### src/rtl/pipe_mem_arbiter_if.sv
// Bundle of the IF-stage, MEM-stage and memory-port signals of pipe_mem_arbiter.
// Signal suffixes are taken from the arbiter's point of view (_i drives into it,
// _o comes out of it).
//   slave  : the arbiter itself
//   master : the pipeline plus memory that surround it
// Ports: none (parameters ADDR_W, DATA_W size the address and data buses).
interface pipe_mem_arbiter_if #(
  parameter int unsigned ADDR_W = 32,
  parameter int unsigned DATA_W = 32
);
  // Instruction fetch requester
  logic              if_req_i;
  logic [ADDR_W-1:0] if_addr_i;
  logic              if_ack_o;
  logic [DATA_W-1:0] if_data_o;

  // Data load/store requester
  logic              dm_req_i;
  logic              dm_we_i;
  logic [ADDR_W-1:0] dm_addr_i;
  logic [DATA_W-1:0] dm_wdata_i;
  logic              dm_ack_o;
  logic [DATA_W-1:0] dm_rdata_o;

  // Shared single-port memory
  logic              mem_en_o;
  logic              mem_we_o;
  logic [ADDR_W-1:0] mem_addr_o;
  logic [DATA_W-1:0] mem_wdata_o;
  logic [DATA_W-1:0] mem_rdata_i;

  // Pipeline freeze controls
  logic              stall_if_o;
  logic              stall_mem_o;

  modport slave (
    input  if_req_i, if_addr_i,
    input  dm_req_i, dm_we_i, dm_addr_i, dm_wdata_i,
    input  mem_rdata_i,
    output if_ack_o, if_data_o,
    output dm_ack_o, dm_rdata_o,
    output mem_en_o, mem_we_o, mem_addr_o, mem_wdata_o,
    output stall_if_o, stall_mem_o
  );

  modport master (
    output if_req_i, if_addr_i,
    output dm_req_i, dm_we_i, dm_addr_i, dm_wdata_i,
    output mem_rdata_i,
    input  if_ack_o, if_data_o,
    input  dm_ack_o, dm_rdata_o,
    input  mem_en_o, mem_we_o, mem_addr_o, mem_wdata_o,
    input  stall_if_o, stall_mem_o
  );
endinterface

### src/rtl/pipe_mem_arbiter.sv
// pipe_mem_arbiter
// Shares one single-port, fixed-latency memory between the instruction fetch
// (IF) and data access (MEM) stages of the pipeline. Conflicts are resolved
// round-robin against the last served requester. Each access strobes mem_en_o
// for one cycle, waits MEM_LAT cycles for read data and returns a one-cycle ack
// to the owner. Only one transaction is ever in flight.
// Ports:
//   clk_i  : clock, rising edge
//   rst_i  : asynchronous reset, active-high (aborts any access in flight)
//   bus    : pipe_mem_arbiter_if.slave - request/ack handshakes for IF and
//            MEM, memory port, and the combinational stall_if_o/stall_mem_o
// Parameters:
//   ADDR_W, DATA_W : bus widths
//   MEM_LAT        : cycles from mem_en_o to valid mem_rdata_i, 1..15
module pipe_mem_arbiter #(
  parameter int unsigned ADDR_W  = 32,
  parameter int unsigned DATA_W  = 32,
  parameter int unsigned MEM_LAT = 2
) (
  input logic              clk_i,
  input logic              rst_i,
  pipe_mem_arbiter_if.slave bus
);

  typedef enum logic [1:0] {
    ST_IDLE,
    ST_ISSUE,
    ST_WAIT,
    ST_RESP
  } state_e;

  typedef enum logic {
    OWN_IF,
    OWN_DM
  } owner_e;

  localparam logic [3:0] LAT = 4'(MEM_LAT);

  state_e            state_q;
  owner_e            owner_q;
  owner_e            last_owner_q;
  logic [3:0]        cnt_q;

  logic              if_ack_q;
  logic              dm_ack_q;
  logic [DATA_W-1:0] if_data_q;
  logic [DATA_W-1:0] dm_rdata_q;
  logic              mem_en_q;
  logic              mem_we_q;
  logic [ADDR_W-1:0] mem_addr_q;
  logic [DATA_W-1:0] mem_wdata_q;

  logic              req_any;
  logic              grant_dm_d;

  // Arbitration: a lone requester wins; on a conflict the requester that was
  // not served last wins.
  always_comb begin
    req_any    = bus.if_req_i | bus.dm_req_i;
    grant_dm_d = 1'b0;
    if (bus.if_req_i && bus.dm_req_i) begin
      grant_dm_d = (last_owner_q == OWN_IF);
    end else begin
      grant_dm_d = bus.dm_req_i;
    end
  end

  // mem_en_o is registered, so it is raised on the IDLE->ISSUE edge and
  // therefore reads high for exactly the ISSUE cycle.
  always_ff @(posedge clk_i or posedge rst_i) begin
    if (rst_i) begin
      state_q      <= ST_IDLE;
      owner_q      <= OWN_IF;
      last_owner_q <= OWN_IF;
      cnt_q        <= '0;
      if_ack_q     <= 1'b0;
      dm_ack_q     <= 1'b0;
      if_data_q    <= '0;
      dm_rdata_q   <= '0;
      mem_en_q     <= 1'b0;
      mem_we_q     <= 1'b0;
      mem_addr_q   <= '0;
      mem_wdata_q  <= '0;
    end else begin
      if_ack_q <= 1'b0;
      dm_ack_q <= 1'b0;
      mem_en_q <= 1'b0;

      case (state_q)
        ST_IDLE: begin
          if (req_any) begin
            if (grant_dm_d) begin
              owner_q     <= OWN_DM;
              mem_addr_q  <= bus.dm_addr_i;
              mem_we_q    <= bus.dm_we_i;
              mem_wdata_q <= bus.dm_wdata_i;
            end else begin
              owner_q     <= OWN_IF;
              mem_addr_q  <= bus.if_addr_i;
              mem_we_q    <= 1'b0;
              mem_wdata_q <= '0;
            end
            mem_en_q <= 1'b1;
            state_q  <= ST_ISSUE;
          end
        end

        ST_ISSUE: begin
          cnt_q   <= 4'd1;
          state_q <= ST_WAIT;
        end

        ST_WAIT: begin
          if (cnt_q == LAT) begin
            if (owner_q == OWN_IF) begin
              if_data_q <= bus.mem_rdata_i;
              if_ack_q  <= 1'b1;
            end else begin
              // A store completes without touching the load data register.
              if (!mem_we_q) begin
                dm_rdata_q <= bus.mem_rdata_i;
              end
              dm_ack_q <= 1'b1;
            end
            state_q <= ST_RESP;
          end else begin
            cnt_q <= cnt_q + 4'd1;
          end
        end

        ST_RESP: begin
          last_owner_q <= owner_q;
          state_q      <= ST_IDLE;
        end

        default: begin
          state_q <= ST_IDLE;
        end
      endcase
    end
  end

  assign bus.if_ack_o    = if_ack_q;
  assign bus.if_data_o   = if_data_q;
  assign bus.dm_ack_o    = dm_ack_q;
  assign bus.dm_rdata_o  = dm_rdata_q;
  assign bus.mem_en_o    = mem_en_q;
  assign bus.mem_we_o    = mem_we_q;
  assign bus.mem_addr_o  = mem_addr_q;
  assign bus.mem_wdata_o = mem_wdata_q;

  assign bus.stall_if_o  = bus.if_req_i & ~if_ack_q;
  assign bus.stall_mem_o = bus.dm_req_i & ~dm_ack_q;

endmodule

### src/flat_wrapper.sv
// flat-port wrapper written by rule: the top's interface ports become plain ports
module pipe_mem_arbiter_flat 
#(
  parameter int unsigned ADDR_W  = 32,
  parameter int unsigned DATA_W  = 32,
  parameter int unsigned MEM_LAT = 2
)
  (clk_i, rst_i, bus_if_req_i, bus_if_addr_i, bus_dm_req_i, bus_dm_we_i, bus_dm_addr_i, bus_dm_wdata_i, bus_mem_rdata_i, bus_if_ack_o, bus_if_data_o, bus_dm_ack_o, bus_dm_rdata_o, bus_mem_en_o, bus_mem_we_o, bus_mem_addr_o, bus_mem_wdata_o, bus_stall_if_o, bus_stall_mem_o);
  pipe_mem_arbiter_if #(.ADDR_W(ADDR_W), .DATA_W(DATA_W)) bus_i ();
  input logic clk_i;
  input logic rst_i;
  input wire logic [$bits(bus_i.if_req_i)-1:0] bus_if_req_i;
  input wire logic [$bits(bus_i.if_addr_i)-1:0] bus_if_addr_i;
  input wire logic [$bits(bus_i.dm_req_i)-1:0] bus_dm_req_i;
  input wire logic [$bits(bus_i.dm_we_i)-1:0] bus_dm_we_i;
  input wire logic [$bits(bus_i.dm_addr_i)-1:0] bus_dm_addr_i;
  input wire logic [$bits(bus_i.dm_wdata_i)-1:0] bus_dm_wdata_i;
  input wire logic [$bits(bus_i.mem_rdata_i)-1:0] bus_mem_rdata_i;
  output wire logic [$bits(bus_i.if_ack_o)-1:0] bus_if_ack_o;
  output wire logic [$bits(bus_i.if_data_o)-1:0] bus_if_data_o;
  output wire logic [$bits(bus_i.dm_ack_o)-1:0] bus_dm_ack_o;
  output wire logic [$bits(bus_i.dm_rdata_o)-1:0] bus_dm_rdata_o;
  output wire logic [$bits(bus_i.mem_en_o)-1:0] bus_mem_en_o;
  output wire logic [$bits(bus_i.mem_we_o)-1:0] bus_mem_we_o;
  output wire logic [$bits(bus_i.mem_addr_o)-1:0] bus_mem_addr_o;
  output wire logic [$bits(bus_i.mem_wdata_o)-1:0] bus_mem_wdata_o;
  output wire logic [$bits(bus_i.stall_if_o)-1:0] bus_stall_if_o;
  output wire logic [$bits(bus_i.stall_mem_o)-1:0] bus_stall_mem_o;
  assign bus_i.if_req_i = bus_if_req_i;
  assign bus_i.if_addr_i = bus_if_addr_i;
  assign bus_i.dm_req_i = bus_dm_req_i;
  assign bus_i.dm_we_i = bus_dm_we_i;
  assign bus_i.dm_addr_i = bus_dm_addr_i;
  assign bus_i.dm_wdata_i = bus_dm_wdata_i;
  assign bus_i.mem_rdata_i = bus_mem_rdata_i;
  assign bus_if_ack_o = bus_i.if_ack_o;
  assign bus_if_data_o = bus_i.if_data_o;
  assign bus_dm_ack_o = bus_i.dm_ack_o;
  assign bus_dm_rdata_o = bus_i.dm_rdata_o;
  assign bus_mem_en_o = bus_i.mem_en_o;
  assign bus_mem_we_o = bus_i.mem_we_o;
  assign bus_mem_addr_o = bus_i.mem_addr_o;
  assign bus_mem_wdata_o = bus_i.mem_wdata_o;
  assign bus_stall_if_o = bus_i.stall_if_o;
  assign bus_stall_mem_o = bus_i.stall_mem_o;
  pipe_mem_arbiter #(.ADDR_W(ADDR_W), .DATA_W(DATA_W), .MEM_LAT(MEM_LAT)) u_core (.clk_i(clk_i), .rst_i(rst_i), .bus(bus_i));
endmodule
### config.mk
export PLATFORM = sky130hd
export DESIGN_NAME = pipe_mem_arbiter_flat
export DESIGN_NICKNAME = d
export VERILOG_FILES = /design/src/rtl/pipe_mem_arbiter_if.sv /design/src/rtl/pipe_mem_arbiter.sv /design/src/flat_wrapper.sv
export SDC_FILE = /design/constraint.sdc
export NUM_CORES = 1
export LEC_CHECK = 0
export BUFFER_PORTS_ARGS = -buffer_cell sky130_fd_sc_hd__buf_4
export CORE_MARGIN = 3
export CORE_UTILIZATION = 23
export CTS_CLUSTER_DIAMETER = 50
export DETAILED_ROUTE_END_ITERATION = 7
export GPL_ROUTABILITY_DRIVEN = 0
export PLACE_DENSITY_LB_ADDON = 0.2
export SLEW_MARGIN = 20
export SYNTH_ARGS = -nofsm -noshare
export SYNTH_HDL_FRONTEND = slang
export SYNTH_SLANG_ARGS = --single-unit
### constraint.sdc
create_clock -name clk_i -period 11.3 [get_ports clk_i]
set_input_delay 2.825 -clock clk_i [delete_from_list [all_inputs] [get_ports clk_i]]
set_output_delay 2.825 -clock clk_i [all_outputs]
set_load 0.05 [all_outputs]
== Word-level counts from Yosys, hierarchy flattened ==
Cells that the tools add are included.
Cells by class
  add/subtract/negate cells: 1
  eq/ne operators: 7
  muxes and demuxes: 18
  bitwise logic cells: 8
  reduce and logical (&&, ||, !) cells: 8
Operators by type and width (number)
  $mux 32: 2
  $mux 1: 11
  $pmux 2 s4: 1
  $pmux 4 s2: 1
  $reduce_and 2->1: 3
  $not 1->1: 5
  $add 4x1->4 const B: 1
  $eq 2x2->1 const B: 2
  $eq 4x2->1 const B: 1
  $mux 2: 2
  $mux 4: 1
  $ne 2x1->1 const B: 2
  $reduce_and 4->1: 1
  $reduce_and 3->1: 1
  $and 1x1->1: 2
  $eq 2x1->1 const B: 1
  $logic_not 2->1: 1
  $ne 2x2->1 const B: 1
  $reduce_bool 2->1: 1
  $logic_and 1x1->1: 1
  $or 1x1->1: 1
Storage, ports and cells
  bits in registers: 140
  input bits: 133
  logic and storage cells: 54

== Logic depth before layout (Yosys ltp) ==
  depth after elaboration: 3
  gate-level depth with buffers: 8
  gate-level depth less buffers: 5

== Worst setup path after synthesis ==
Ideal clock, no wire load.
  path type: input-to-output
  start point: input bus_if_req_i
  end point: output bus_stall_if_o
  arrival: 3.532 ns
  data required time: 8.475 ns
  path slack: 4.943 ns
  stages on the path: 1
  path through: nor2b_1
Between the ends
  cells in the longest elaborated chain, start to end: 1
Ends and longest elaborated chain
  start: declaration: line flat_wrapper.sv:12  | input wire logic [$bits(bus_i.if_req_i)-1:0] bus_if_req_i;
  $and 1x1->1: line pipe_mem_arbiter.sv:152  | assign bus.stall_if_o = bus.if_req_i & ~if_ack_q;
  end: declaration: line flat_wrapper.sv:27  | output wire logic [$bits(bus_i.stall_if_o)-1:0] bus_stall_if_o;
No other way between the ends.

== Worst setup path in the final report ==
Same ends and word-level chain as after synthesis.

==> results.ini <==
[outcome]
status = complete, no violations

[route]
ant_nets = 0
first_pass_iters = 4
viasPerCell = 4.16
first_iter_violations = 149
via_count = 4193
wl_um = 15600
wl_per_cell_um = 15.5
drc = 0

[sta]
rsz0062_at_grt = false
tns_ns = 0
final_hold_viol_count = 0
tightest_slew_ns = 0.846
clock.fmax_mhz = 164
finalMaxSlewViolations = 0
finalHoldWorstSlack_ns = 0.477
relSlewSlack_pct = 43.6
period_share_pct = 54.1
setup_viol = 0
period_minus_slack_ns = 6.11
finClkSkew_ns = 0.0109

[clocking]
cts_resized = 0
cts_setup_buffers = 0
cts_tree = done
holdBufCountCts = 0
cts_buffer_depth = 2
cts_htree_levels = 4
cts.clk_slew.worst_paths_ns = 0.06
cts_sinks = 140
cts_buffers = 17
clockRootBuffer = clkbuf_16
insertion_delay_ns = 0.41

[yosys]
ys_top_cells_by_count = dfrtp_1, mux2_2, nand2_1, a22o_1
synth_top_area_cell = dfrtp_1
netlist_area_sq_um = 5710
synth_edf_count = 0
synth_top_flop_cell = dfrtp_1
synth-seq-area-share_pct = 61.4
synthArstFlopShare_pct = 100
synth_warnings = 0
netlist.area_leader.share_pct = 61.4
synth_seq_cells = 140
yosysMostFrequentCell = dfrtp_1
synth_fp_nets = 545
syn_avg_cell_area_sq_um = 14.1
synth_area_leaders = dfrtp_1, mux2_4, mux2_2
yosys.cell_types.count = 31
synthCells = 405

[setup_path]
start_kind = input pin
critPathKind = input pin to primary output
cp_max_fo = 4
endpoint_kind = primary output
crit_arrival_ns = 3.29
critPathRequiredTime_ns = 8.48

[floorplanning]
die_h_um = 164
initial_core_util_pct = 23.5
chipWidth_um = 164
rows = 57
io_pins = 267
die-area_sq_um = 26700
core_area_sq_um = 24300

[global_routing]
first_global_vias = 4486
grt_max_degree = 80
grt_usage_pct = 11.5
antenna_found_initial = 0
grt_pass1_wl_um = 24100
gr-total-overflow = 0

[flow_run]
maxCapViolCount = 0

[power_and_ir_drop]
irDropWorstVdd_uv = 129
power_density_nw_per_um2 = 358
p_leak_nw = 4.51

[place]
port_buffers = 266
post-dp-hpwl_um = 11300

[final_layout]
drive_above_1_share_pct = 54.9
antenna_cells = 0
nNetsFinal = 811
syn_to_final_growth_pct = 51.8

[min_path]
min-delay-path-class = register to register

==> area by class of cell <==
type	count	area, sq um
Multi-Input combinational cell	233	2050
Fill cell	2400	15700
Clock inverter	12	188
Tap cell	324	405
Inverter	7	31.3
Timing Repair Buffer	272	2040
Clock buffer	19	443
Sequential cell	140	3500
==> layer usage <==
metal | share of wire [%] | wire length (um) | track usage [%]
met2 | 46 | 7230 | 18.1
met3 | 8.3 | 1300 | 3.93
met5 | 0 | 0 | 0
met4 | 1.0 | 163 | 3.34
met1 | 44 | 6920 | 15.0
==> kinds of logic (layout without fill, tap and decap cells) <==
family                   after synthesis  after routing  synth area share (%)
AO/OA/AOI/OAI                         73             73                  8.86
buffers and inverters                 32            310                  2.98
flip-flops                           140            140                  61.4
AND/OR/NAND/NOR                       53             53                  4.25
adder cells (fa/ha/maj)                7              7                  1.53
multiplexers                         100            100                  21.0
==> worst max-delay path, stage by stage <==
cell,delay (ns)
buf_4,0.11
nor2b_1,0.14
buf_4,0.21
==> through the flow <==
stage | area, sq um | utilization [%] | power [W] | cells | setup slack (ns)
final | 8670 | 35.6 | 0.00311 | 1007 | 5.19
after global routing | 8670 | 35.6 | 0.00327 | 1007 | 5.17
after CTS | 8670 | 35.6 | 0.00315 | 1007 | 5.19
after detailed placement | 8040 | 33.0 | 0.00254 | 976 | 5.19
after global placement | 8040 | 33.0 | 0.00252 | 976 | 5.20
after floorplan | 5710 | - | 0.00200 | 405 | 4.72
==> final timing paths <==
kind / startpoint / end / slack, ns / depth (start not counted)
worst max register to register: u_core.cnt_q[0] / u_core.bus.if_data_o[7] / 8.85 / 6
min in group asynchronous: rst_i / u_core.bus.mem_addr_o[24] / 2.52 / 2
worst max-delay path: bus_if_req_i / bus_stall_if_o / 5.19 / 3
worst min register to register: u_core.bus.mem_addr_o[3] / u_core.bus.mem_addr_o[3] / 0.48 / 2
max in group asynchronous: rst_i / u_core.bus.mem_en_o / 7.41 / 3
worst min-delay path: u_core.bus.mem_addr_o[3] / u_core.bus.mem_addr_o[3] / 0.48 / 2
==> flip-flops by register name, summed over array words and instances (netlist names), 2 cells and up <==
signal / flops
u_core.state_q: 2
u_core.cnt_q: 4
u_core.bus.mem_addr_o: 32
u_core.bus.dm_rdata_o: 32
u_core.bus.mem_wdata_o: 32
u_core.bus.if_data_o: 32
==> power breakdown <==
| group | switching, W | leakage, nW | total, W | internal [W] |
|---|---|---|---|---|
| logic | 0.00109 | 2.44 | 0.00163 | 0.000541 |
| registers | 0.000143 | 1.78 | 0.000880 | 0.000737 |
| clock network | 0.000216 | 0.300 | 0.000593 | 0.000377 |
| total | 0.00145 | 4.51 | 0.00311 | 0.00166 |
==> cell usage in the layout (no fill, tap or decap) <==
| cell | netlist | layout |
|---|---|---|
| ha_1 | 7 | 7 |
| or3b_1 | 2 | 1 |
| clkbuf_8 | 0 | 1 |
| inv_6 | 0 | 3 |
| a31oi_1 | 2 | 2 |
| nand3b_1 | 1 | 1 |
| a21bo_2 | 1 | 1 |
| nor2_2 | 0 | 1 |
| mux2_2 | 36 | 36 |
| nand2b_1 | 1 | 1 |
| clkinv_4 | 0 | 4 |
| inv_1 | 7 | 6 |
| o21ai_0 | 32 | 32 |
| bufinv_16 | 0 | 4 |
| mux2_1 | 2 | 2 |
| o22a_1 | 1 | 1 |
| a21o_1 | 1 | 1 |
| a21oi_1 | 1 | 1 |
| nor3_4 | 0 | 1 |
| a22o_1 | 33 | 33 |
| clkinvlp_4 | 0 | 2 |
| buf_4 | 0 | 272 |
| o21ai_4 | 0 | 1 |
| a22oi_1 | 1 | 1 |
| or3b_2 | 0 | 1 |
| dfrtp_1 | 140 | 140 |
| or4b_2 | 1 | 1 |
| nor3b_1 | 1 | 1 |
| clkbuf_16 | 0 | 17 |
| nand3_1 | 3 | 3 |
| nor2_1 | 5 | 4 |
| mux2_4 | 30 | 30 |
| mux2i_1 | 32 | 32 |
| nand2_1 | 35 | 35 |
| clkbuf_1 | 13 | 1 |
| nor2b_1 | 3 | 3 |
No activity file was read; power rests on OpenSTA's default activity.
